`config.mk`:
```
export PLATFORM = sky130hd
export DESIGN_NAME = pipe_stall_ctrl
export DESIGN_NICKNAME = d
export VERILOG_FILES = /design/src/rtl/pipe_stall_ctrl_pkg.sv /design/src/rtl/pipe_stall_ctrl_hazard_detect.sv /design/src/rtl/pipe_stall_ctrl.sv
export SDC_FILE = /design/constraint.sdc
export NUM_CORES = 1
export LEC_CHECK = 0
export CAP_MARGIN = 20
export CORE_ASPECT_RATIO = 0.5
export CORE_MARGIN = 8
export CORE_UTILIZATION = 35
export CTS_CLUSTER_SIZE = 20
export DETAILED_ROUTE_END_ITERATION = 10
export PLACE_DENSITY = 0.62
export SKIP_LAST_GASP = 1
export SYNTH_ARGS = -nofsm -noshare
export SYNTH_HDL_FRONTEND = slang
export SYNTH_SLANG_ARGS = --single-unit
```
`constraint.sdc`:
```
create_clock -name clk -period 2.4 [get_ports clk]
set_clock_uncertainty 0.1 [all_clocks]
set_input_delay 0.36 -clock clk [delete_from_list [all_inputs] [get_ports clk]]
set_output_delay 0.36 -clock clk [all_outputs]
set_load 0.02 [all_outputs]
```
`src/rtl/pipe_stall_ctrl_pkg.sv`:
```
// Shared pipeline-control types: sequencer states, the zero-register index and the
// enable/flush pairs each pipeline register can be driven with.
package pipe_stall_ctrl_pkg;

    typedef enum logic [0:0] {
        ST_RUN   = 1'b0,
        ST_MWAIT = 1'b1
    } state_t;

    localparam logic [4:0] REG_ZERO = 5'd0;

    // Enable/flush pair for one pipeline register; a set flush loads the NOP/bubble.
    typedef struct packed {
        logic en;
        logic flush;
    } reg_ctl_t;

    localparam reg_ctl_t REG_ADVANCE = '{en: 1'b1, flush: 1'b0};
    localparam reg_ctl_t REG_HOLD    = '{en: 1'b0, flush: 1'b0};
    localparam reg_ctl_t REG_SQUASH  = '{en: 1'b1, flush: 1'b1};
    localparam reg_ctl_t REG_RESET   = '{en: 1'b0, flush: 1'b1};

endpackage

```
`src/rtl/pipe_stall_ctrl_hazard_detect.sv`:
```
// Load-use hazard compare: the load in EX writes a register the instruction in ID reads.
module pipe_stall_ctrl_hazard_detect
    import pipe_stall_ctrl_pkg::*;
(
    input  logic       ID_EX_MemRead,
    input  logic [4:0] ID_EX_rt,
    input  logic [4:0] IF_ID_rs,
    input  logic [4:0] IF_ID_rt,
    input  logic       IF_ID_use_rt,
    output logic       load_use_stall
);

    logic rs_match;
    logic rt_match;

    assign rs_match = (ID_EX_rt == IF_ID_rs);
    assign rt_match = IF_ID_use_rt && (ID_EX_rt == IF_ID_rt);

    // Writes to the zero register are discarded, so they never create a dependency.
    assign load_use_stall = ID_EX_MemRead && (ID_EX_rt != REG_ZERO) && (rs_match || rt_match);

endmodule

```
`src/rtl/pipe_stall_ctrl.sv`:
```
// Central stall/flush sequencer: memory-wait freeze, branch squash and load-use stall
// for the IF_ID / ID_EX / EX_MEM / MEM_WB pipeline registers.
module pipe_stall_ctrl
    import pipe_stall_ctrl_pkg::*;
#(
    parameter int MEM_TIMEOUT = 16,
    parameter int CNT_W       = 32
) (
    input  logic             clk,
    input  logic             rst,
    input  logic [4:0]       IF_ID_rs,
    input  logic [4:0]       IF_ID_rt,
    input  logic             IF_ID_use_rt,
    input  logic             ID_EX_MemRead,
    input  logic [4:0]       ID_EX_rt,
    input  logic             EX_branch_taken,
    input  logic             EX_MEM_MemAcc,
    input  logic             dmem_ready,
    output logic             dmem_req,
    output logic             PC_en,
    output logic             IF_ID_en,
    output logic             IF_ID_flush,
    output logic             ID_EX_en,
    output logic             ID_EX_flush,
    output logic             EX_MEM_en,
    output logic             MEM_WB_en,
    output logic             MEM_WB_bubble,
    output logic             mem_err,
    output logic [CNT_W-1:0] stall_cycles
);

    localparam int WAIT_W = $clog2(MEM_TIMEOUT + 1);
    localparam logic [WAIT_W-1:0] WAIT_LIMIT = WAIT_W'(MEM_TIMEOUT);

    state_t            state;
    state_t            state_nxt;
    logic [WAIT_W-1:0] wait_cnt;
    logic [WAIT_W-1:0] wait_cnt_nxt;
    logic              timeout;
    logic              mem_stall;
    logic              load_use_stall;
    reg_ctl_t          if_id_ctl;
    reg_ctl_t          id_ex_ctl;

    pipe_stall_ctrl_hazard_detect u_hazard_detect (
        .ID_EX_MemRead  (ID_EX_MemRead),
        .ID_EX_rt       (ID_EX_rt),
        .IF_ID_rs       (IF_ID_rs),
        .IF_ID_rt       (IF_ID_rt),
        .IF_ID_use_rt   (IF_ID_use_rt),
        .load_use_stall (load_use_stall)
    );

    always_comb begin
        // NOTE: every output of this block gets a default first, so no path can infer a latch.
        state_nxt     = state;
        wait_cnt_nxt  = wait_cnt;
        timeout       = 1'b0;
        mem_stall     = 1'b0;
        dmem_req      = EX_MEM_MemAcc;
        PC_en         = 1'b1;
        if_id_ctl     = REG_ADVANCE;
        id_ex_ctl     = REG_ADVANCE;
        EX_MEM_en     = 1'b1;
        MEM_WB_en     = 1'b1;
        MEM_WB_bubble = 1'b0;

        case (state)
            ST_RUN: begin
                if (EX_MEM_MemAcc && !dmem_ready) begin
                    mem_stall    = 1'b1;
                    state_nxt    = ST_MWAIT;
                    wait_cnt_nxt = WAIT_W'(1);
                end
            end
            ST_MWAIT: begin
                dmem_req = 1'b1;
                if (dmem_ready) begin
                    state_nxt    = ST_RUN;
                    wait_cnt_nxt = '0;
                end else if (wait_cnt == WAIT_LIMIT) begin
                    // Forced release: MEM_WB captures whatever the bus holds.
                    timeout      = 1'b1;
                    state_nxt    = ST_RUN;
                    wait_cnt_nxt = '0;
                end else begin
                    mem_stall    = 1'b1;
                    wait_cnt_nxt = wait_cnt + WAIT_W'(1);
                end
            end
        endcase

        // A branch or hazard seen during the wait is still in EX/ID at release and is handled then.
        if (mem_stall) begin
            PC_en         = 1'b0;
            if_id_ctl     = REG_HOLD;
            id_ex_ctl     = REG_HOLD;
            EX_MEM_en     = 1'b0;
            MEM_WB_bubble = 1'b1;
        end else if (EX_branch_taken) begin
            if_id_ctl = REG_SQUASH;
            id_ex_ctl = REG_SQUASH;
        end else if (load_use_stall) begin
            PC_en     = 1'b0;
            if_id_ctl = REG_HOLD;
            id_ex_ctl = REG_SQUASH;
        end

        // Reset drops dmem_req immediately; an access in flight is abandoned.
        if (rst) begin
            state_nxt     = ST_RUN;
            wait_cnt_nxt  = '0;
            timeout       = 1'b0;
            dmem_req      = 1'b0;
            PC_en         = 1'b0;
            if_id_ctl     = REG_RESET;
            id_ex_ctl     = REG_RESET;
            EX_MEM_en     = 1'b0;
            MEM_WB_en     = 1'b0;
            MEM_WB_bubble = 1'b1;
        end
    end

    assign IF_ID_en    = if_id_ctl.en;
    assign IF_ID_flush = if_id_ctl.flush;
    assign ID_EX_en    = id_ex_ctl.en;
    assign ID_EX_flush = id_ex_ctl.flush;

    always_ff @(posedge clk) begin
        // NOTE: state is updated with non-blocking assignments so every register samples pre-edge values.
        if (rst) begin
            state        <= ST_RUN;
            wait_cnt     <= '0;
            mem_err      <= 1'b0;
            stall_cycles <= '0;
        end else begin
            state    <= state_nxt;
            wait_cnt <= wait_cnt_nxt;
            if (timeout) begin
                mem_err <= 1'b1;
            end
            if (!PC_en && (stall_cycles != '1)) begin
                stall_cycles <= stall_cycles + CNT_W'(1);
            end
        end
    end

endmodule

```
Word-level counts from Yosys, hierarchy flattened
Index checks and enable logic that the tools add are counted.
Cells by class
  add/sub/neg operators: 2
  equality and inequality tests: 5
  muxes and demuxes: 31
  bitwise operators: 1
  reduce and logical (&&, ||, !) cells: 9
Operator list (count)
  adder 32 x 1 -> 32 bit (second input constant): 1
  != test 32 bit (second input constant): 1
  2-to-1 mux 1 bit: 20
  2-to-1 mux 5 bit: 3
  2-to-1 mux 2 bit: 6
  == test 5 bit: 2
  one-hot mux 5 bit (2 select lines): 1
  adder 5 x 1 -> 5 bit (second input constant): 1
  == test 5 bit (second input constant): 1
  logical AND 1 bit: 5
  nonzero test 5 bit: 1
  zero test 1 bit: 2
  != test 2 bit (second input constant): 1
  one-hot mux 1 bit (2 select lines): 1
  logical OR 1 bit: 1
  NOT 1 bit: 1
Storage, ports and cells
  register bits: 39
  bits of input ports: 22
  output and inout port bits: 42

Longest topological paths before layout
  depth after elaboration: 10
  gate-level depth with buffers: 11

Hierarchy
Synthesis repeated with hierarchy kept, for this count alone.
Second synthesis, totals
  cell total of the unflattened synthesis: 283
  area total of the unflattened synthesis: 2372.3 µm²
By module, submodules not included
  pipe_stall_ctrl: times used 1, cells an instance 266, area an instance 2239.6 µm², sequential area each 780.7 µm²
  pipe_stall_ctrl_hazard_detect: times used 1, cells an instance 17, area an instance 132.6 µm², sequential area each 0.0 µm²

Worst setup path after synthesis
Ideal clock, no wire load.
  path kind: reg-to-output
  from: register wait_cnt[0]
  to: output PC_en
  data arrival time: 2.069 ns
  required time: 1.940 ns
  slack: -0.129 ns
  cell stages (with the launch flop): 11
  path buffers: 3
  cells stage by stage: dfxtp_1 inv_1 ha_1 and4bb_4 a211o_1 nand2_2 a21o_1 buf_4 buf_2 inv_1 buf_4
Between the ends
  longest elaborated chain between the ends: 6
RTL lines
  start: declaration: line pipe_stall_ctrl.sv:37  | logic [WAIT_W-1:0] wait_cnt;
  start signal: assignment: line pipe_stall_ctrl.sv:138  | wait_cnt <= wait_cnt_nxt;
  == test 5 bit: line pipe_stall_ctrl.sv:81  | end else if (wait_cnt == WAIT_LIMIT) begin
  2-to-1 mux 1 bit: line pipe_stall_ctrl.sv:81
  2-to-1 mux 1 bit: line pipe_stall_ctrl.sv:78  | if (dmem_ready) begin
  one-hot mux 1 bit (2 select lines): line pipe_stall_ctrl.sv:68  | case (state)
  2-to-1 mux 1 bit: line pipe_stall_ctrl.sv:94  | if (mem_stall) begin
  2-to-1 mux 1 bit: line pipe_stall_ctrl.sv:110  | if (rst) begin
  end: declaration: line pipe_stall_ctrl.sv:20  | output logic PC_en,
Every way passes these cells.

Final worst setup path
  from: register wait_cnt[0]
  to: output MEM_WB_bubble
Between the ends
  longest elaborated chain between the ends: 6
RTL lines
  == test 5 bit: line pipe_stall_ctrl.sv:81
  2-to-1 mux 1 bit: line pipe_stall_ctrl.sv:81
  2-to-1 mux 1 bit: line pipe_stall_ctrl.sv:78
  one-hot mux 1 bit (2 select lines): line pipe_stall_ctrl.sv:68
  2-to-1 mux 1 bit: line pipe_stall_ctrl.sv:94
  2-to-1 mux 1 bit: line pipe_stall_ctrl.sv:110
  end: declaration: line pipe_stall_ctrl.sv:27  | output logic MEM_WB_bubble,
Every way passes these cells.

==> key figures <==
Yosys
  • Count of cell types in the netlist: 47
  • Seq/Total Area, Yosys: 0.345
  • Mapped Area: 0.00226 mm2
  • Most instantiated cells after synthesis: 39 x dfxtp_1, 33 x nor2_1, 20 x nand2_1
  • Post-synth net total: 289
  • EDFF count, synth: 0
  • Area leader, netlist: dfxtp_1
  • Yosys warns: 0
  • Most frequent cell after synthesis: dfxtp_1
  • Ys async rst share: 0
  • Synth Register Bits: 39
  • Synth area leaders: dfxtp_1 34%, xor2_1 7.4%, nor2_1 5.5%
  • Syn Inst Count: 264
  • Average cell area after synthesis: about 8.6 um2
  • Synth Flop Type: dfxtp_1
  • Top cell type's share of synthesized area: 0.345

Power and ir drop
  • Combinational share of power: 0.153
  • Max VDD drop: roughly 0.00027 V
  • Seq pwr share: 0.439
  • Cell Pwr Density: 441 mW/mm2
  • Pint: ~1.1 mW
  • Clock network power share: 0.408
  • Sw Ratio: 0.238
  • P_leak: between 1 and 1.5 nW
  • Sw power: 0.360 mW

Clocking
  • Clock buffer depth: 2
  • Clock Sink Count: 39
  • CTS tree: yes
  • Cts bufs inserted: 5
  • Clk_lat worst skew: 0.28 ns
  • CTS Hold Bufs: 0
  • Root buffer cell: clkbuf_16
  • Clock-pin slew on the worst setup and hold paths: approximately 0.050 ns
  • H-tree depth: 2

Place
  • Dpl ws: -0.522 ns
  • DP Area: 0.00316 mm2
  • Hpwl dp: 4900 um
  • Port Buffer Count: 63
  • RD Place Congestion: 0.799

Critical path
  • Worst Path Arrival: 1.86 ns
  • Worst reg2reg setup slack: 0.11 ns
  • Setup crit start kind: register
  • Worst EP required: 1.94 ns
  • Worst setup EP type: output port
  • CP max FO: 2
  • Crit Path Category: reg2out

Route
  • Number of remaining DRC errors: 0
  • Routed via count: 2259
  • ANT nets after route: 0
  • DRT Wirelength: ~6700 um
  • Mean routed wirelength per cell: 15.0 um
  • Iter 0 DRT Violations: 163
  • Vias per inst: 5.07
  • TritonRoute pass-1 iters: 4

Timing
  • PnR worst setup slack: 0.0833 ns
  • Hold Fails Final Rpt: 0
  • Part of the cycle the worst path needs: 0.965
  • Final setup vio count: 0
  • Slew of the pin with the lowest slew margin: 0.433 ns
  • Fmax: 0.432 GHz
  • Max-slew violations: 0
  • Rel. slew slack: 0.711
  • Final min period: ~2.3 ns

Hold path
  • Hold crit path type: reg2reg

GRT
  • Top Usage Layer GRT: met2
  • Vias in the first global route: 2241
  • Met2 GRT Util: 0.240
  • First-pass GRT wire length: 10600 um
  • Met1 Usage GRT: 0.167
  • M3 GR Usage: 0.0306
  • Global route total overflow: 0
  • Antenna violations before repair: 0
  • GRT Util Overall: 0.138
  • Pin count of the biggest net entering global routing: 39

Final layout
  • P&R area growth vs syn: 51.1%
  • Inserted Diodes: 0
  • Fin nets: 384
  • End-of-flow core utilization: 0.556
  • Share of layout cells above drive strength 1: 0.226
  • Final Cell Area: between 0.003 and 0.004 mm2

Run status
  • Status: completed

Floorplan
  • Core outline area: 0.00616 mm2
  • Die Height: 72.9 um
  • Initial Utilization: 0.368
  • Die Area: 0.00945 mm2
  • Row count: 20
  • Die width: ~130 um
  • I/O pin cnt: between 60 and 70

Job
  • Max_cap viols: 0
[worst max-delay path, cell delays in order (launching register included)]
cell             delay [ns]
dfxtp_2                0.32
inv_1                  0.05
ha_1                   0.20
and4bb_4               0.20
a211o_1                0.29
nand2_2                0.10
buf_4                  0.11
clkdlybuf4s15_1        0.30
[timing repair]
| item | 4_1_cts | 5_1_grt |
|---|---|---|
| resized for setup | 32 | 17 |
| pin swaps | 2 | 8 |
| setup endpoints to repair | 18 | 16 |
| setup buffers | 0 | 4 |
| gates cloned | 0 | 1 |
[per-stage QoR]
stage / cells / total power [mW] / hold WS [ns] / setup TNS (ns)
after global placement: 435 / 0.882 / 0.353 / -9.69
after global routing: 446 / 1.58 / 0.411 / -0.0317
after floorplan: 264 / 0.779 / 0.352 / 0
final: 446 / 1.51 / 0.371 / 0
after CTS: 441 / 1.51 / 0.370 / -0.112
after detailed placement: 435 / 0.886 / 0.354 / -10.33
[cell families after synthesis]
family	after synthesis	share of synthesized area
AND/OR/NAND/NOR	137	0.372
adder cells (fa/ha/maj)	3	0.0166
XOR/XNOR	32	0.124
buffers and inverters	21	0.0520
AO/OA/AOI/OAI	30	0.0813
flip-flops	39	0.345
multiplexers	2	0.00940
[power groups by stage]
stage	logic, mW	registers, mW	clock network [mW]
finish	0.232	0.663	0.615
global route	0.248	0.663	0.672
CTS	0.213	0.662	0.634
detailed placement	0.210	0.677	0
global placement	0.206	0.676	0
floorplan	0.0954	0.683	0
[state kept, by name, indices dropped and copies added (netlist names)]
| signal | cells |
|---|---|
| stall_cycles | 32 |
| wait_cnt | 5 |
| mem_err | 1 |
| state | 1 |
[cell usage in the layout (no fill, tap or decap), types with 4 or more instances in the layout]
cell type        Yosys  final
clkbuf_16            0      6
a21oi_1             12     11
dfxtp_1             39     38
nor2_1              33     33
or3_1                5      5
and3_1              13     13
nand3_2              9      9
xor2_1              19     19
clkdlybuf4s50_1      0     52
nand4_1             13     13
o21ai_0              7      6
xnor2_1             13     12
dlymetal6s2s_1       0      4
nand3_1             12     12
inv_1                8      7
nand2_1             20     20
buf_4                3     36
[cell type report]
cell class              instances  area [um2]
repair buffers                101         951
multi-input cells             204        1420
flip-flops and latches         39         782
fillers                       560        2740
well taps                      88         110
inverters                       8        32.5
clock buffers                   6         129
[path summary, 6_finish.rpt]
check | from | end | depth (start not counted)
hold / removal | mem_err | mem_err | 2
hold reg to reg | mem_err | mem_err | 2
setup reg to reg | wait_cnt[0] | stall_cycles[29] | 10
setup / recovery | wait_cnt[0] | MEM_WB_bubble | 7
[routing by layer]
layer / vias up / routed length (um) / part of all wire
li1: 1125 / - / -
met1: 1091 / 3050 / 0.46
met2: 39 / 3340 / 0.50
met3: 4 / 270 / 0.040
met4: 0 / 47 / 0.0070
met5: - / 0 / 0
(Power assumes the default switching activity.)
